===== src/rtl/flag_unit.sv =====
// Flag register, branch-condition evaluator and LIFO flag save stack for the single-cycle CPU.
// Latency: flags/count/err update one clk after we_flags/push/pop; cond_true is combinational.
// Backpressure: none; push when full and pop when empty are dropped and recorded in sticky err bits.
//
// Ports:
//   clk, reset            rising-edge clock, asynchronous active-low reset
//   we_flags              load {carry_in, zero_in, negative_in} into the flag register
//   carry_in/zero_in/negative_in  ALU status flags
//   cond[2:0]             branch condition select (always/z/~z/c/~c/n/~n/never)
//   push, pop             save / restore the flag register on the stack
//   clr_err               clear err_ovf/err_unf
//   flags[2:0]            registered {carry, zero, negative}
//   cond_true             selected condition holds
//   count                 occupied stack entries 0..DEPTH
//   stack_full/stack_empty  derived from registered count only
//   err_ovf/err_unf       sticky overflow / underflow
//
// Build option: define FLAG_BYPASS_EN to forward incoming ALU flags into cond_true
// while we_flags=1 and no valid pop is in progress.

module flag_unit #(
    parameter int DEPTH = 4,
    parameter int PTR_W = 2
) (
    input  logic             clk,
    input  logic             reset,
    input  logic             we_flags,
    input  logic             carry_in,
    input  logic             zero_in,
    input  logic             negative_in,
    input  logic [2:0]       cond,
    input  logic             push,
    input  logic             pop,
    input  logic             clr_err,
    output logic [2:0]       flags,
    output logic             cond_true,
    output logic [PTR_W:0]   count,
    output logic             stack_full,
    output logic             stack_empty,
    output logic             err_ovf,
    output logic             err_unf
);

    localparam logic [PTR_W:0] FULL_CNT = (PTR_W+1)'(DEPTH);

    logic [2:0]       stack_mem [DEPTH];
    logic             push_only;
    logic             pop_only;
    logic             do_push;
    logic             do_pop;
    logic             ovf_evt;
    logic             unf_evt;
    logic [PTR_W-1:0] wr_idx;
    logic [PTR_W-1:0] top_idx;
    logic [2:0]       alu_flags;
    logic [2:0]       eval_flags;

    assign stack_full  = (count == FULL_CNT);
    assign stack_empty = (count == '0);

    // Simultaneous push and pop cancel out: no stack activity and no error.
    assign push_only = push & ~pop;
    assign pop_only  = pop & ~push;
    assign do_push   = push_only & ~stack_full;
    assign do_pop    = pop_only & ~stack_empty;
    assign ovf_evt   = push_only & stack_full;
    assign unf_evt   = pop_only & stack_empty;

    // count==DEPTH has zero low bits, so wr_idx-1 still lands on the top entry.
    assign wr_idx  = count[PTR_W-1:0];
    assign top_idx = wr_idx - PTR_W'(1);

    assign alu_flags = {carry_in, zero_in, negative_in};

    // Stack contents need no reset; only count decides which entries are live.
    always_ff @(posedge clk) begin
        if (do_push) begin
            stack_mem[wr_idx] <= flags;
        end
    end

    always_ff @(posedge clk or negedge reset) begin
        if (!reset) begin
            flags   <= 3'b000;
            count   <= '0;
            err_ovf <= 1'b0;
            err_unf <= 1'b0;
        end else begin
            // A valid pop restores the saved word and beats a same-cycle flag write.
            if (do_pop) begin
                flags <= stack_mem[top_idx];
            end else if (we_flags) begin
                flags <= alu_flags;
            end

            if (do_push) begin
                count <= count + (PTR_W+1)'(1);
            end else if (do_pop) begin
                count <= count - (PTR_W+1)'(1);
            end

            // A fresh error in the clearing cycle keeps the bit set.
            err_ovf <= ovf_evt | (err_ovf & ~clr_err);
            err_unf <= unf_evt | (err_unf & ~clr_err);
        end
    end

`ifdef FLAG_BYPASS_EN
    // Forward the incoming flags so compare-and-branch resolves in one CPU cycle.
    assign eval_flags = (we_flags && !do_pop) ? alu_flags : flags;
`else
    assign eval_flags = flags;
`endif

    always_comb begin
        cond_true = 1'b0;
        case (cond)
            3'b000:  cond_true = 1'b1;
            3'b001:  cond_true = eval_flags[1];
            3'b010:  cond_true = ~eval_flags[1];
            3'b011:  cond_true = eval_flags[2];
            3'b100:  cond_true = ~eval_flags[2];
            3'b101:  cond_true = eval_flags[0];
            3'b110:  cond_true = ~eval_flags[0];
            default: cond_true = 1'b0;
        endcase
    end

endmodule


===== config.mk =====
export PLATFORM = sky130hd
export DESIGN_NAME = flag_unit
export DESIGN_NICKNAME = d
export VERILOG_FILES = /design/src/rtl/flag_unit.sv
export SDC_FILE = /design/constraint.sdc
export NUM_CORES = 1
export LEC_CHECK = 0
export ABC_AREA = 0
export BUFFER_PORTS_ARGS = -buffer_cell sky130_fd_sc_hd__buf_2
export CORE_MARGIN = 2
export CORE_UTILIZATION = 35
export DETAILED_ROUTE_END_ITERATION = 12
export GPL_TIMING_DRIVEN = 0
export HOLD_SLACK_MARGIN = 0.08
export PLACE_DENSITY_LB_ADDON = 0.25
export SYNTH_ARGS = -nofsm -noshare
export SYNTH_HDL_FRONTEND = slang
export SYNTH_SLANG_ARGS = --single-unit

===== constraint.sdc =====
create_clock -name clk -period 3.6 [get_ports clk]
set_input_delay 0.36 -clock clk [delete_from_list [all_inputs] [get_ports clk]]
set_output_delay 0.36 -clock clk [all_outputs]
set_load 0.05 [all_outputs]

=== After elaboration in Yosys (flattened, before gate mapping) ===
Memory sizes are Yosys's and may differ from the RTL's.
Cells that the tools add are included.

* Equality and inequality tests: 7
* Reductions and logical operators: 4
* Bitwise logic cells: 18
* Add/subtract/negate cells: 3
* Multiplexer cells: 7

{| class="wikitable"
|+ Operator list
! cell !! count
|-
| $eq A3 B3 Y1 const B || 4
|-
| $mux W3 || 4
|-
| $and A1 B1 Y1 || 8
|-
| $not A1 Y1 || 8
|-
| $pmux W1 S7 || 1
|-
| $eq A3 B2 Y1 const B || 2
|-
| $logic_not A3 Y1 || 2
|-
| $reduce_bool A2 Y1 || 2
|-
| $add A3 B1 Y3 const B || 1
|-
| $eq A3 B1 Y1 const B || 1
|-
| $sub A3 B1 Y3 const B || 1
|-
| $mux W1 || 2
|-
| $or A1 B1 Y1 || 2
|-
| $sub A2 B1 Y2 const B || 1
|}

* Bits in writable memories: 12
* Memories: 1
* Bits of input ports: 12
* Register bits: 8
* Logic and storage cells: 44

{| class="wikitable"
|+ Memories
! name !! depth !! bits a word !! rd ports !! clocked after Yosys merged registers in !! wr ports !! line !! text
|-
| stack_mem || 4 || 3 || 1 || 0 || 1 || 46 || <nowiki>logic [2:0] stack_mem [DEPTH];</nowiki>
|}

=== Logic depth before layout (Yosys ltp) ===
Gate-level depths: netlist (run 1).

* Depth after elaboration: 5
* Depth in mapped cells: 9

=== Worst setup path after synthesis (run 1) ===
No wires, ideal clock.

* Path type: register -> register
* From: register count[0]
* To: register count[2]
* Data arrival time: 2,482 ps
* Stages on the path, launching flop included: 10
* Path buffers: 0
* Library setup time: 145 ps
* Setup slack: 973 ps
* Data required time: 3,455 ps
* Cells stage by stage: dfrtp_1 -> inv_1 -> ha_1 -> nand2_1 -> inv_2 -> nor2_4 -> inv_4 -> fa_1 -> mux2i_4 -> xor2_1

* Word-level cells in the longest chain between the ends: 4
* Elaborated cells on any way between the ends: 11
* Classes of those cells: add/sub (2); eq/ne (1); mux (2); bitwise (4); reduce/logical (2)

{| class="wikitable"
|+ RTL lines
! element !! line !! text
|-
| start, declared || 37 || <nowiki>output logic [PTR_W:0] count,</nowiki>
|-
| start signal, assigned || 97 || <nowiki>count <= count + (PTR_W+1)'(1);</nowiki>
|-
| start signal, assigned || 99 || <nowiki>count <= count - (PTR_W+1)'(1);</nowiki>
|-
| $eq A3 B3 Y1 * || 58 || <nowiki>assign stack_full = (count == FULL_CNT);</nowiki>
|-
| named net stack_full || 38 || <nowiki>output logic stack_full,</nowiki>
|-
| $not A1 Y1 * || 64 || <nowiki>assign do_push = push_only & ~stack_full;</nowiki>
|-
| $and A1 B1 Y1 * || 64 ||
|-
| $mux W3 or $reduce_bool A2 Y1 (tied branches) || - ||
|}

The timed path passes the listed nets; every way through them passes the cells marked *. The select of a mux whose other input is x is not followed.
A chain may end at the register's enable or synchronous reset.

=== Worst setup path after layout (run 1) ===
* From: register count[0]
* To: register count[2]

* Word-level cells in the longest chain between the ends: 4
* Elaborated cells on any way between the ends: 11
* Classes of those cells: add/sub (2); eq/ne (1); mux (2); bitwise (4); reduce/logical (2)

{| class="wikitable"
|+ RTL lines
! element
|-
| parallel branches: the longest is 4 deep, another holds $sub A3 B1 Y3
|}

Several ways; the timed one is not identified. The select of a mux whose other input is x is not followed.

==> results of run 1 <==
==> registers in the layout, indices dropped and copies added (netlist names) <==
| register | cells |
|---|---|
| stack_mem | 12 |
| count | 3 |
| flags | 3 |
| err_ovf | 1 |
| err_unf | 1 |
==> power by group through the flow <==
stage	clock, mW	combinational (mW)	sequential, mW
after floorplan	0	0.274	0.495
after global placement	0	0.502	0.386
after detailed placement	0	0.498	0.390
after CTS	0.183	0.501	0.384
after global routing	0.195	0.534	0.396
final	0.180	0.496	0.382
==> how the worst max path moves through the flow <==
stage	startpoint	to	slack, ns	cells past startpoint
finish	count[0]$_DFFE_PN0P_	count[2]$_DFFE_PN0P_	1.30	9
global route	count[0]$_DFFE_PN0P_	count[2]$_DFFE_PN0P_	1.10	9
CTS	count[0]$_DFFE_PN0P_	count[2]$_DFFE_PN0P_	1.27	9
detailed placement	count[0]$_DFFE_PN0P_	count[2]$_DFFE_PN0P_	1.29	9
global placement	count[0]$_DFFE_PN0P_	count[2]$_DFFE_PN0P_	1.29	9
floorplan	count[0]$_DFFE_PN0P_	count[2]$_DFFE_PN0P_	0.97	9
==> logic make-up after synthesis <==
kind of cell / Yosys count
xor gates and xnor gates: 2
AOI/OAI and AO/OA: 10
and+or+nand+nor: 18
muxes: 8
adders and majority gates: 5
DFF: 20
buffers and inverters: 9
==> layer usage <==
| metal | vias up | routed length [um] |
|---|---|---|
| met5 | - | 0 |
| met4 | 0 | 13 |
| met3 | 2 | 87 |
| met2 | 13 | 811 |
| met1 | 302 | 762 |
| li1 | 307 | - |
==> synth_stat cells, drive strengths merged <==
cell type and number:
nand2b 4, xor2 1, xnor2 1, buf 1
ha 4, o22ai 2, nand2 3, dfrtp 8
mux4 3, nand3b 2, mux2i 4, inv 8
mux2 1, fa 1, and2 3, o211ai 1
o21ai 3, nor2 6, edfxtp 12, a21oi 4
==> stage by stage <==
stage / setup slack [ns] / instances / instance area [sq um]
2_1_floorplan: 0.973 / 72 / 1020
3_3_place_gp: 1.29 / 125 / 1160
3_5_place_dp: 1.29 / 125 / 1160
4_1_cts: 1.27 / 130 / 1230
5_1_grt: 1.10 / 130 / 1230
6_report: 1.30 / 130 / 1230
==> cell usage in the layout, fill, tap and decap left out, types with 3 or more instances in the layout <==
master,n
edfxtp_1,12
mux4_2,3
buf_2,22
clkbuf_4,3
dfrtp_1,8
and2_1,3
mux2i_1,3
ha_1,4
inv_1,5
nor2_1,5
==> cell type report <==
class                      instances  share of cell area [%]
inverter                           8                    2.65
multi-input combinational         43                    33.2
sequential                        20                    45.7
clock inverter                     1                    2.45
clock buffer                       3                    1.83
buffer                             1                    1.22
tap                               31                    3.16
timing repair buffer              23                    9.79
==> repair_timing <==
item,CTS,global route
endpoints found under the hold margin,8,0
hold buffers,1,0
gates resized for setup,0,0
==> results.md, run 1 <==
- GR met2 Demand/Resource: 17.2%
- Buf/Inv on CP: 3
- Sw Share: 42.8%
- Avg WL per Cell: 12.9 um
- Row cnt: 19
- Slew @ Worst Pin: 0.405 ns
- First-pass GRT wire length: 2940 um
- Post-Synthesis Cell Area: about 1000 sq um
- Layout cell share with drive strength beyond 1: 41.4%
- Area of the multi-input gates: 408 sq um
- DR vias/cell: 4.80
- Final setup vio count: 0
- Part of the cycle the worst path needs: 64.0%
- Clock power frac: between 10% and 20%
- Initial Util: 36.8%
- Leading area contributor after synthesis: edfxtp_1
- Seq pwr share: 36.1%
- CP max FO: 8
- Maxcap violations: 0
- Antenna Cells: 0
- WP data required: between 3 and 4 ns
- Worst setup EP type: flop
- Hold Crit Class: input port to flop
- IO Count: 23
- Busiest layer in global routing: met1
- Final Max Slew Viols: 0
- Share of total power in combinational logic: 46.9%
- Initial antenna violation count: 0
- Post-synthesis simple-gate area fraction: between 10% and 20%
- H-tree depth: 1
- Worst r2r dst: count[2]$_DFFE_PN0P_
- Initial DRC Count: 16
- Post-synthesis compound-gate area fraction: 6.16%
- Worst-path clk slew: ~0.12 ns
- Synth Area in XOR/XNOR: 1.72%
- Routability congestion estimate: 0.701
- GR Layer Usage met3: 2.01%
- Via count: 624
- Post-layout net count: approximately 120
- Clock skew: 0.00898 ns
- Synth area leaders: edfxtp_1, dfrtp_1, mux4_2, ha_1, mux2i_1
- Die width: 57.9 um
- Mux cell area share after synthesis: 13.3%
- Hold WS: 0.255 ns
- Fin. Hold Viols: 0
- CORE AREA: about 2800 sq um
- Sw Pwr: 0.453 mW
- FF+latch count, synth: 20
- Cts bufs inserted: 3
- Post-route antenna net violation count: 0
- Dpl hpwl: about 1300 um
- Post-synth top area share: 35.5%
- Critical path type: flop to flop
- Hold EP: err_ovf$_DFF_PN0_
- Syn-to-layout area delta: 20.8%
- Hold Startpoint: clr_err
- DRC: 0
- Setup slack, reg-to-reg: between 1 and 1.5 ns
- P_leak: around 0.54 nW
- Status: finished clean
- GRT Util Overall: roughly an eighth
- Final worst path period need: 2.30 ns
- Netlist cell types: 28
- Setup Fix Bufs, Post-CTS: 0
- Syn. warnings: 0
- Fmax: 434 MHz
- WHS Path Cells: 2
- Die footprint: roughly 3300 sq um
- Reg area: 561 sq um
- Routed WL: about 1700 um
- Final Total Pwr: about 1.1 mW
- RSZ-0062 raised after global routing: false
- DR pass1 iterations: 4
- # clock sinks: 20
- Mean Syn Cell Area: 14.1 sq um
- Syn Nets: 89
- TritonCTS clock tree: done
- Largest family of logic cells by synthesized area: multiplexers
- Number of cells produced by synthesis: 72
- Total grt overflow: 0
- Post-Synth Adder-Cell Area: 6.90%
- Pint: 0.605 mW
- # port buffers: 22
- Crit path cell chain: inv_1 -> ha_1 -> nand2_1 -> inv_2 -> nor2_4 -> inv_4 -> fa_1 -> mux2i_4 -> xor2_1
- Final core occ: 44.5%
- Largest stage delay, worst path: 0.61 ns
- Met1 Use GR: 17.8%
- Max-Slew Margin vs Limit: 73.0%
- Critical R2R Launch: count[0]$_DFFE_PN0P_
- Clk Latency, worst-skew pair: 0.30 ns
- Fill cells: 263
- CP top delay family: adder cells
- Pin count of the biggest net entering global routing: 13
- Startpoint Class: flop
- Max VDD drop: 0.000590 V
- Setup TNS: 0 ns
- Sequential fraction of the synthesis area: 55.2%
- Reg2Reg Depth: 9
- Clock root buffer: clkbuf_4
- CP max stage cell: dfrtp_1
- Pwr/cell area: 862 nW/um^2
- Max clock buf depth: 2
- CP Data Arrival Time: 2.49 ns
- Die H: 57.9 um
- Vias in the first global route: 626
No activity file was read; power rests on OpenSTA's default activity.
==> inputs of run 2 (changes only) <==
clock period = 2.14 ns   (was 3.6 ns; I/O delays follow)
==> run 2 against run 1 <==
Compared with the run above:
- global-route usage grew 0.25 points
- core utilization grew 1.0 points
- power is 74% higher
- hold slack got worse by 0.15 ns
- non-clock buffer count increased by 2
- via count up 0.80%
- clock-buffer cell count stayed put
- design area grew 2.2%
- sequential power rose by 66%
- fmax is 18% higher
- critical path type unchanged
- highest routed layer unchanged
==> results.md, run 2 (same netlist as run 1, synthesis figures left out) <==
- CP max FO: 6 (was 8)
- Part of the cycle the worst path needs: 91.2% (was 64.0%)
- Pre-CTS WS: 0.102 ns (was 1.29 ns)
- Largest stage delay, worst path: 0.44 ns (was 0.61 ns)
- Most frequent cells in the layout: buf_2, edfxtp_1, dfrtp_1, nor2_1 (was buf_2, edfxtp_1, dfrtp_1, inv_1, nor2_1)
- Pwr/cell area: 1470 nW/um^2 (was 862 nW/um^2)
- GRT Util Overall: 12.0% (was 11.8%)
- TritonCTS clock tree: done (unchanged)
- DR vias/cell: 4.77 (was 4.80)
- # port buffers: 22 (unchanged)
- Setup slack, reg-to-reg: 0.19 ns (was 1.30 ns)
- Largest regs: stack_mem: 12 flops, count: 3 flops, flags: 3 flops (unchanged)
- WP data required: 2.34 ns (was 3.79 ns)
- Avg WL per Cell: 13.5 um (was 12.9 um)
- Clk Latency, worst-skew pair: 0.30 ns (about the same)
- H-tree depth: 1 (unchanged)
- Antenna Cells: 0 (unchanged)
- Reg area: 566 sq um (was 561 sq um)
- Initial DRC Count: 12 (was 16)
- Fill cells: 256 (was 263)
- Area of the multi-input gates: 413 sq um (was 408 sq um)
- Post_cts resized: 0 (unchanged)
- CP max stage cell: dfrtp_2 (was dfrtp_1)
- GR met2 Demand/Resource: 19.2% (was 17.2%)
- Routability congestion estimate: 0.702 (was 0.701)
- DRC: 0 (unchanged)
- Vias in the first global route: 609 (was 626)
- Max VDD drop: 0.000993 V (was 0.000590 V)
- CORE AREA: 2760 sq um (unchanged)
- # clock sinks: 20 (unchanged)
- Final worst path period need: 1.95 ns (was 2.30 ns)
- Layout cell share with drive strength beyond 1: 47.5% (was 41.4%)
- Fmax: 512 MHz (was 434 MHz)
- GR Layer Usage met3: 2.01% (unchanged)
- DR pass1 iterations: 4 (unchanged)
- Worst Setup Slack, final: 0.189 ns (was 1.30 ns)
- CP Data Arrival Time: 2.15 ns (was 2.49 ns)
- Final setup vio count: 0 (unchanged)
- Initial Util: 36.8% (unchanged)
- Commonest non-fill, non-tap cell in the layout: buf_2 (unchanged)
- Worst-path clk slew: 0.11 ns (was 0.12 ns)
- Hold Crit Class: input port to flop (unchanged)
- Routed WL: 1790 um (was 1680 um)
- Non-Filler Instances: 132 (was 130)
- Status: finished clean (unchanged)
- Post-route cell area: 1250 sq um (was 1230 sq um)
- Post-layout net count: 119 (was 117)
- Dpl cells: 125 (unchanged)
- Cts bufs inserted: 3 (unchanged)
- Post-route antenna net violation count: 0 (unchanged)
- Critical path type: flop to flop (unchanged)
- Die width: 57.9 um (unchanged)
- Clock root buffer: clkbuf_4 (unchanged)
- Busiest layer in global routing: met2 (was met1)
- Initial antenna violation count: 0 (unchanged)
- IO Count: 23 (unchanged)
- P_leak: 0.542 nW (was 0.536 nW)
- Die footprint: 3350 sq um (unchanged)
- Setup TNS: 0 ns (unchanged)
- Final Max Slew Viols: 0 (unchanged)
- Most flops, register: stack_mem (unchanged)
- Buf/Inv on CP: 3 (unchanged)
- Cell Area, Placed: 1180 sq um (was 1160 sq um)
- Dpl hpwl: 1380 um (was 1290 um)
- Maxcap violations: 0 (unchanged)
- Fin. Hold Viols: 0 (unchanged)
- Startpoint Class: flop (unchanged)
- Pin count of the biggest net entering global routing: 13 (unchanged)
- Max-Slew Margin vs Limit: 80.8% (was 73.0%)
- Row cnt: 19 (unchanged)
- CP top delay family: adder cells (unchanged)
- Syn-to-layout area delta: 23.5% (was 20.8%)
- Max clock buf depth: 2 (unchanged)
- Clock skew: 0.00169 ns (was 0.00898 ns)
- Total grt overflow: 0 (unchanged)
- Die H: 57.9 um (unchanged)
- Via count: 629 (was 624)
- Met1 Use GR: 15.5% (was 17.8%)
- Largest register FFs: 12 (unchanged)
- Final Total Pwr: 1.84 mW (was 1.06 mW)
- RSZ-0062 raised after global routing: false (unchanged)
- First-pass GRT wire length: 2940 um (unchanged)
- Slew @ Worst Pin: 0.288 ns (was 0.405 ns)
- Crit path cell chain: inv_1 -> ha_1 -> nand2_2 -> inv_4 -> nor2_4 -> inv_4 -> fa_2 -> mux2i_4 -> xor2_1 (was inv_1 -> ha_1 -> nand2_1 -> inv_2 -> nor2_4 -> inv_4 -> fa_1 -> mux2i_4 -> xor2_1)
- Crit-path most repeated cell: inv_4
- Worst setup EP type: flop (unchanged)
run 2: cell count changes in the layout (fill, tap and decap cells not counted):
cell,delta
dfrtp_1,-2
buf_4,+2
dfrtp_2,+1
inv_4,+1
nand2_1,-1
fa_2,+1
inv_1,-1
fa_1,-1
nand2_2,+1
dfrtp_4,+1
run 2: repair_timing:
item | in CTS | in global routing
hold buffers | 1 | 0
endpoints found under the setup margin | 0 | 1
setup buffers | 0 | 2
hold endpoints to repair | 8 | 0
run 2: power breakdown:
group          internal (mW)  switching [mW]
Clock                  0.189           0.119
Sequential             0.532           0.101
Combinational          0.337           0.560
run 2: worst register-to-register path: cells and delay by family (launching register included):
family | cells | cell delay (ns)
AND/OR/NAND/NOR | 2 | 0.28
multiplexers | 1 | 0.20
buffers and inverters | 3 | 0.19
adder cells (fa/ha/maj) | 2 | 0.60
flip-flops | 1 | 0.44
XOR/XNOR | 1 | 0.13
run 2: final cells by class:
class,instances,share of cell area (%)
Clock buffer,3,1.79
Clock inverter,1,2.39
Inverter,8,2.79
Buffer,1,1.20
Multi-Input combinational cell,43,32.9
Timing Repair Buffer,25,10.8
Tap cell,31,3.09
Sequential cell,20,45.1
run 2: layer usage:
layer / wire [um] / vias up
li1: - / 310
met1: 806 / 302
met3: 49 / 4
met2: 894 / 13
met5: 0 / -
met4: 38 / 0
run 2: worst paths after layout:
kind | to | startpoint | cells past startpoint
hold reg to reg | count[2]$_DFFE_PN0P_ | count[2]$_DFFE_PN0P_ | 1
hold / removal | err_ovf$_DFF_PN0_ | clr_err | 2
setup / recovery | count[2]$_DFFE_PN0P_ | count[1]$_DFFE_PN0P_ | 9
min in group asynchronous | count[2]$_DFFE_PN0P_ | reset | 2
max in group asynchronous | count[0]$_DFFE_PN0P_ | reset | 2
setup reg to reg | count[2]$_DFFE_PN0P_ | count[1]$_DFFE_PN0P_ | 9
run 2: metrics by stage:
step	utilization [%]	hold WS, ns
final	45.5	0.100
after global routing	45.5	0.104
after CTS	45.0	0.0960
after detailed placement	42.7	0.0828
after global placement	42.7	0.0709
after floorplan	-	-0.0816
==> inputs of run 3 (changes only) <==
--- a/config.mk
+++ b/config.mk
@@ -8,4 +8,6 @@
 export ABC_AREA = 0
 export BUFFER_PORTS_ARGS = -buffer_cell sky130_fd_sc_hd__buf_2
+export CELL_PAD_IN_SITES_DETAIL_PLACEMENT = 1
+export CELL_PAD_IN_SITES_GLOBAL_PLACEMENT = 1
 export CORE_MARGIN = 2
 export CORE_UTILIZATION = 35
==> constraint.sdc (replaced) <==
create_clock -name clk -period 2.14 [get_ports clk]
set_input_delay 0.428 -clock clk [delete_from_list [all_inputs] [get_ports clk]]
set_output_delay 0.428 -clock clk [all_outputs]
set_load 0.05 [all_outputs]
==> run 3 against run 2 <==
Compared with the run above:
- fmax shrank 1.8%
- clock-buffer cell count is the same
- flip-flop and latch count is the same
- core utilization grew 0.091 points
- global-route usage grew 1.3 points
- clock skew grew 0.0021 ns
- clock power is essentially flat
- design area grew 0.20%
- routed wire length grew 12%
- sequential power grew 2%
- largest power group unchanged
==> results.md, run 3 (same netlist as run 1, synthesis figures left out) <==
- Sw Share: 42.6% (was 42.5%)
- P_leak: 0.542 nW (about the same)
- WHS Path Cells: 2 (unchanged)
- Most frequent cells in the layout: buf_2, edfxtp_1, dfrtp_1, nor2_1 (unchanged)
- Avg WL per Cell: 15.2 um (was 13.5 um)
- Sw Pwr: 0.787 mW (was 0.781 mW)
- CP max stage cell: dfrtp_4 (was dfrtp_2)
- Via count: 636 (was 629)
- Non-Filler Instances: 132 (unchanged)
- Initial DRC Count: 2 (was 12)
- Pint: 1.06 mW (about the same)
- Hold Startpoint: clr_err (unchanged)
- Syn-to-layout area delta: 23.8% (was 23.5%)
- Final worst path period need: 1.99 ns (was 1.95 ns)
- Worst-path clk slew: 0.12 ns (was 0.11 ns)
- Hold Crit Class: input port to flop (unchanged)
- Worst setup EP type: output port (was flop)
- Fmax: 503 MHz (was 512 MHz)
- Clock skew: 0.00376 ns (was 0.00169 ns)
- # clock sinks: 20 (unchanged)
- DR pass1 iterations: 2 (was 4)
- Setup TNS: 0 ns (unchanged)
- Final setup vio count: 0 (unchanged)
- Max VDD drop: 0.00102 V (was 0.000993 V)
- Antenna Cells: 0 (unchanged)
- Commonest non-fill, non-tap cell in the layout: buf_2 (unchanged)
- DRC: 0 (unchanged)
- Post-route antenna net violation count: 0 (unchanged)
- Post-layout net count: 119 (unchanged)
- Seq pwr share: 34.8% (was 34.4%)
- Clock root buffer: clkbuf_4 (unchanged)
- # port buffers: 22 (unchanged)
- Startpoint Class: flop (unchanged)
- H-tree depth: 1 (unchanged)
- Cts bufs inserted: 3 (unchanged)
- Vias in the first global route: 681 (was 609)
- Final Total Pwr: 1.85 mW (was 1.84 mW)
- TritonCTS clock tree: done (unchanged)
- Die width: 57.9 um (unchanged)
- Routed WL: 2000 um (was 1790 um)
- Share of total power in combinational logic: 48.5% (was 48.8%)
- Total grt overflow: 0 (unchanged)
- Initial antenna violation count: 0 (unchanged)
- CP max FO: 5 (was 6)
- Layout cell share with drive strength beyond 1: 47.5% (unchanged)
- Final Max Slew Viols: 0 (unchanged)
- Reg2Reg Depth: 8 (was 9)
- GRT Util Overall: 13.3% (was 12.0%)
- RSZ-0062 raised after global routing: false (unchanged)
- WP data required: 1.71 ns (was 2.34 ns)
- Slew @ Worst Pin: 0.306 ns (was 0.288 ns)
- Largest regs: stack_mem: 12 flops, count: 3 flops, flags: 3 flops (unchanged)
- Max clock buf depth: 2 (unchanged)
- Fin. Hold Viols: 0 (unchanged)
- Routability congestion estimate: 0.714 (was 0.702)
- Pin count of the biggest net entering global routing: 13 (unchanged)
- Largest register FFs: 12 (unchanged)
- Crit path cell chain: inv_2 -> ha_1 -> nand2_2 -> inv_4 -> clkbuf_4 (was inv_1 -> ha_1 -> nand2_2 -> inv_4 -> nor2_4 -> inv_4 -> fa_2 -> mux2i_4 -> xor2_1)
- Part of the cycle the worst path needs: 92.9% (was 91.2%)
- Dpl hpwl: 1590 um (was 1380 um)
- DR vias/cell: 4.82 (was 4.77)
- CORE AREA: 2760 sq um (unchanged)
- Critical R2R Launch: count[0]$_DFFE_PN0P_ (was count[1]$_DFFE_PN0P_)
- First-pass GRT wire length: 3280 um (was 2940 um)
- Clock power frac: 16.7% (was 16.8%)
- Row cnt: 19 (unchanged)
- Pwr/cell area: 1470 nW/um^2 (about the same)
- CP Data Arrival Time: 1.56 ns (was 2.15 ns)
- Status: finished clean (unchanged)
- Die H: 57.9 um (unchanged)
- Max-Slew Margin vs Limit: 79.5% (was 80.8%)
- Most flops, register: stack_mem (unchanged)
- IO Count: 23 (unchanged)
- Clk Latency, worst-skew pair: 0.30 ns (about the same)
- Dpl cells: 125 (unchanged)
- Hold EP: err_ovf$_DFF_PN0_ (unchanged)
- Worst r2r dst: count[1]$_DFFE_PN0P_ (was count[2]$_DFFE_PN0P_)
- Die footprint: 3350 sq um (unchanged)
- Maxcap violations: 0 (unchanged)
- Initial Util: 36.8% (unchanged)
- Critical path type: flop to output port (was flop to flop)
- Setup slack, reg-to-reg: 0.17 ns (was 0.19 ns)
- Largest stage delay, worst path: 0.53 ns (was 0.44 ns)
[run 3: cell types whose count changed in the layout (fill, tap and decap cells not counted)]
cell | before | now
buf_2 | 22 | 21
clkbuf_4 | 3 | 4
[run 3: layout make-up]
class                   count  area [sq um]
well taps                  31          38.8
fillers                   295          1500
plain buffers               1          15.0
multi-input cells          43           413
clock buffers               3          22.5
repair buffers             25           138
inverters                   8          35.0
clock inverters             1          30.0
flip-flops and latches     20           566
[run 3: per-stage QoR]
step	utilization (%)	hold WS, ns	worst slack [ns]	instance area [sq um]
floorplan	-	0.132	0.00596	1030
global placement	42.7	0.284	0.117	1180
detailed placement	42.7	0.287	0.0988	1180
CTS	45.0	0.312	0.0377	1240
global route	45.6	0.323	0.0498	1260
finish	45.6	0.321	0.152	1260
[run 3: repair_timing]
item,4_1_cts,5_1_grt
buffers inserted,0,2
endpoints found under the hold margin,8,0
hold buffers,1,0
setup endpoints to repair,0,2
resized for setup,0,1
[run 3: how the worst max path moves through the flow]
stage | start | cells past startpoint | endpoint | slack, ns
CTS | count[0]$_DFFE_PN0P_ | 5 | stack_full | 0.04
global route | count[1]$_DFFE_PN0P_ | 9 | count[2]$_DFFE_PN0P_ | 0.05
finish | count[0]$_DFFE_PN0P_ | 5 | stack_full | 0.15
floorplan | count[0]$_DFFE_PN0P_ | 9 | count[2]$_DFFE_PN0P_ | 0.006
global placement | count[0]$_DFFE_PN0P_ | 9 | count[2]$_DFFE_PN0P_ | 0.12
detailed placement | count[0]$_DFFE_PN0P_ | 9 | count[2]$_DFFE_PN0P_ | 0.1
[run 3: power by group through the flow]
stage	Combinational (mW)	Clock (mW)	Sequential, mW
2_1_floorplan	0.473	0	0.848
3_3_place_gp	0.840	0	0.666
3_5_place_dp	0.854	0	0.672
4_1_cts	0.860	0.319	0.664
5_1_grt	0.967	0.333	0.663
6_report	0.897	0.308	0.643
[run 3: worst max-delay path, delay by kind of cell, from the launching register on]
kind / cells / cell delay [ns]
AND/OR/NAND/NOR: 1 / 0.11
buffers and inverters: 3 / 0.39
adder cells (fa/ha/maj): 1 / 0.24
flip-flops: 1 / 0.53
[run 3: per-layer routing]
metal | track usage [%] | vias up | wire length, um
li1 | - | 311 | -
met1 | 17.2 | 316 | 906
met2 | 23.1 | 9 | 1040
met3 | 2.01 | 0 | 53
met4 | 3.99 | 0 | 0
met5 | 0 | - | 0
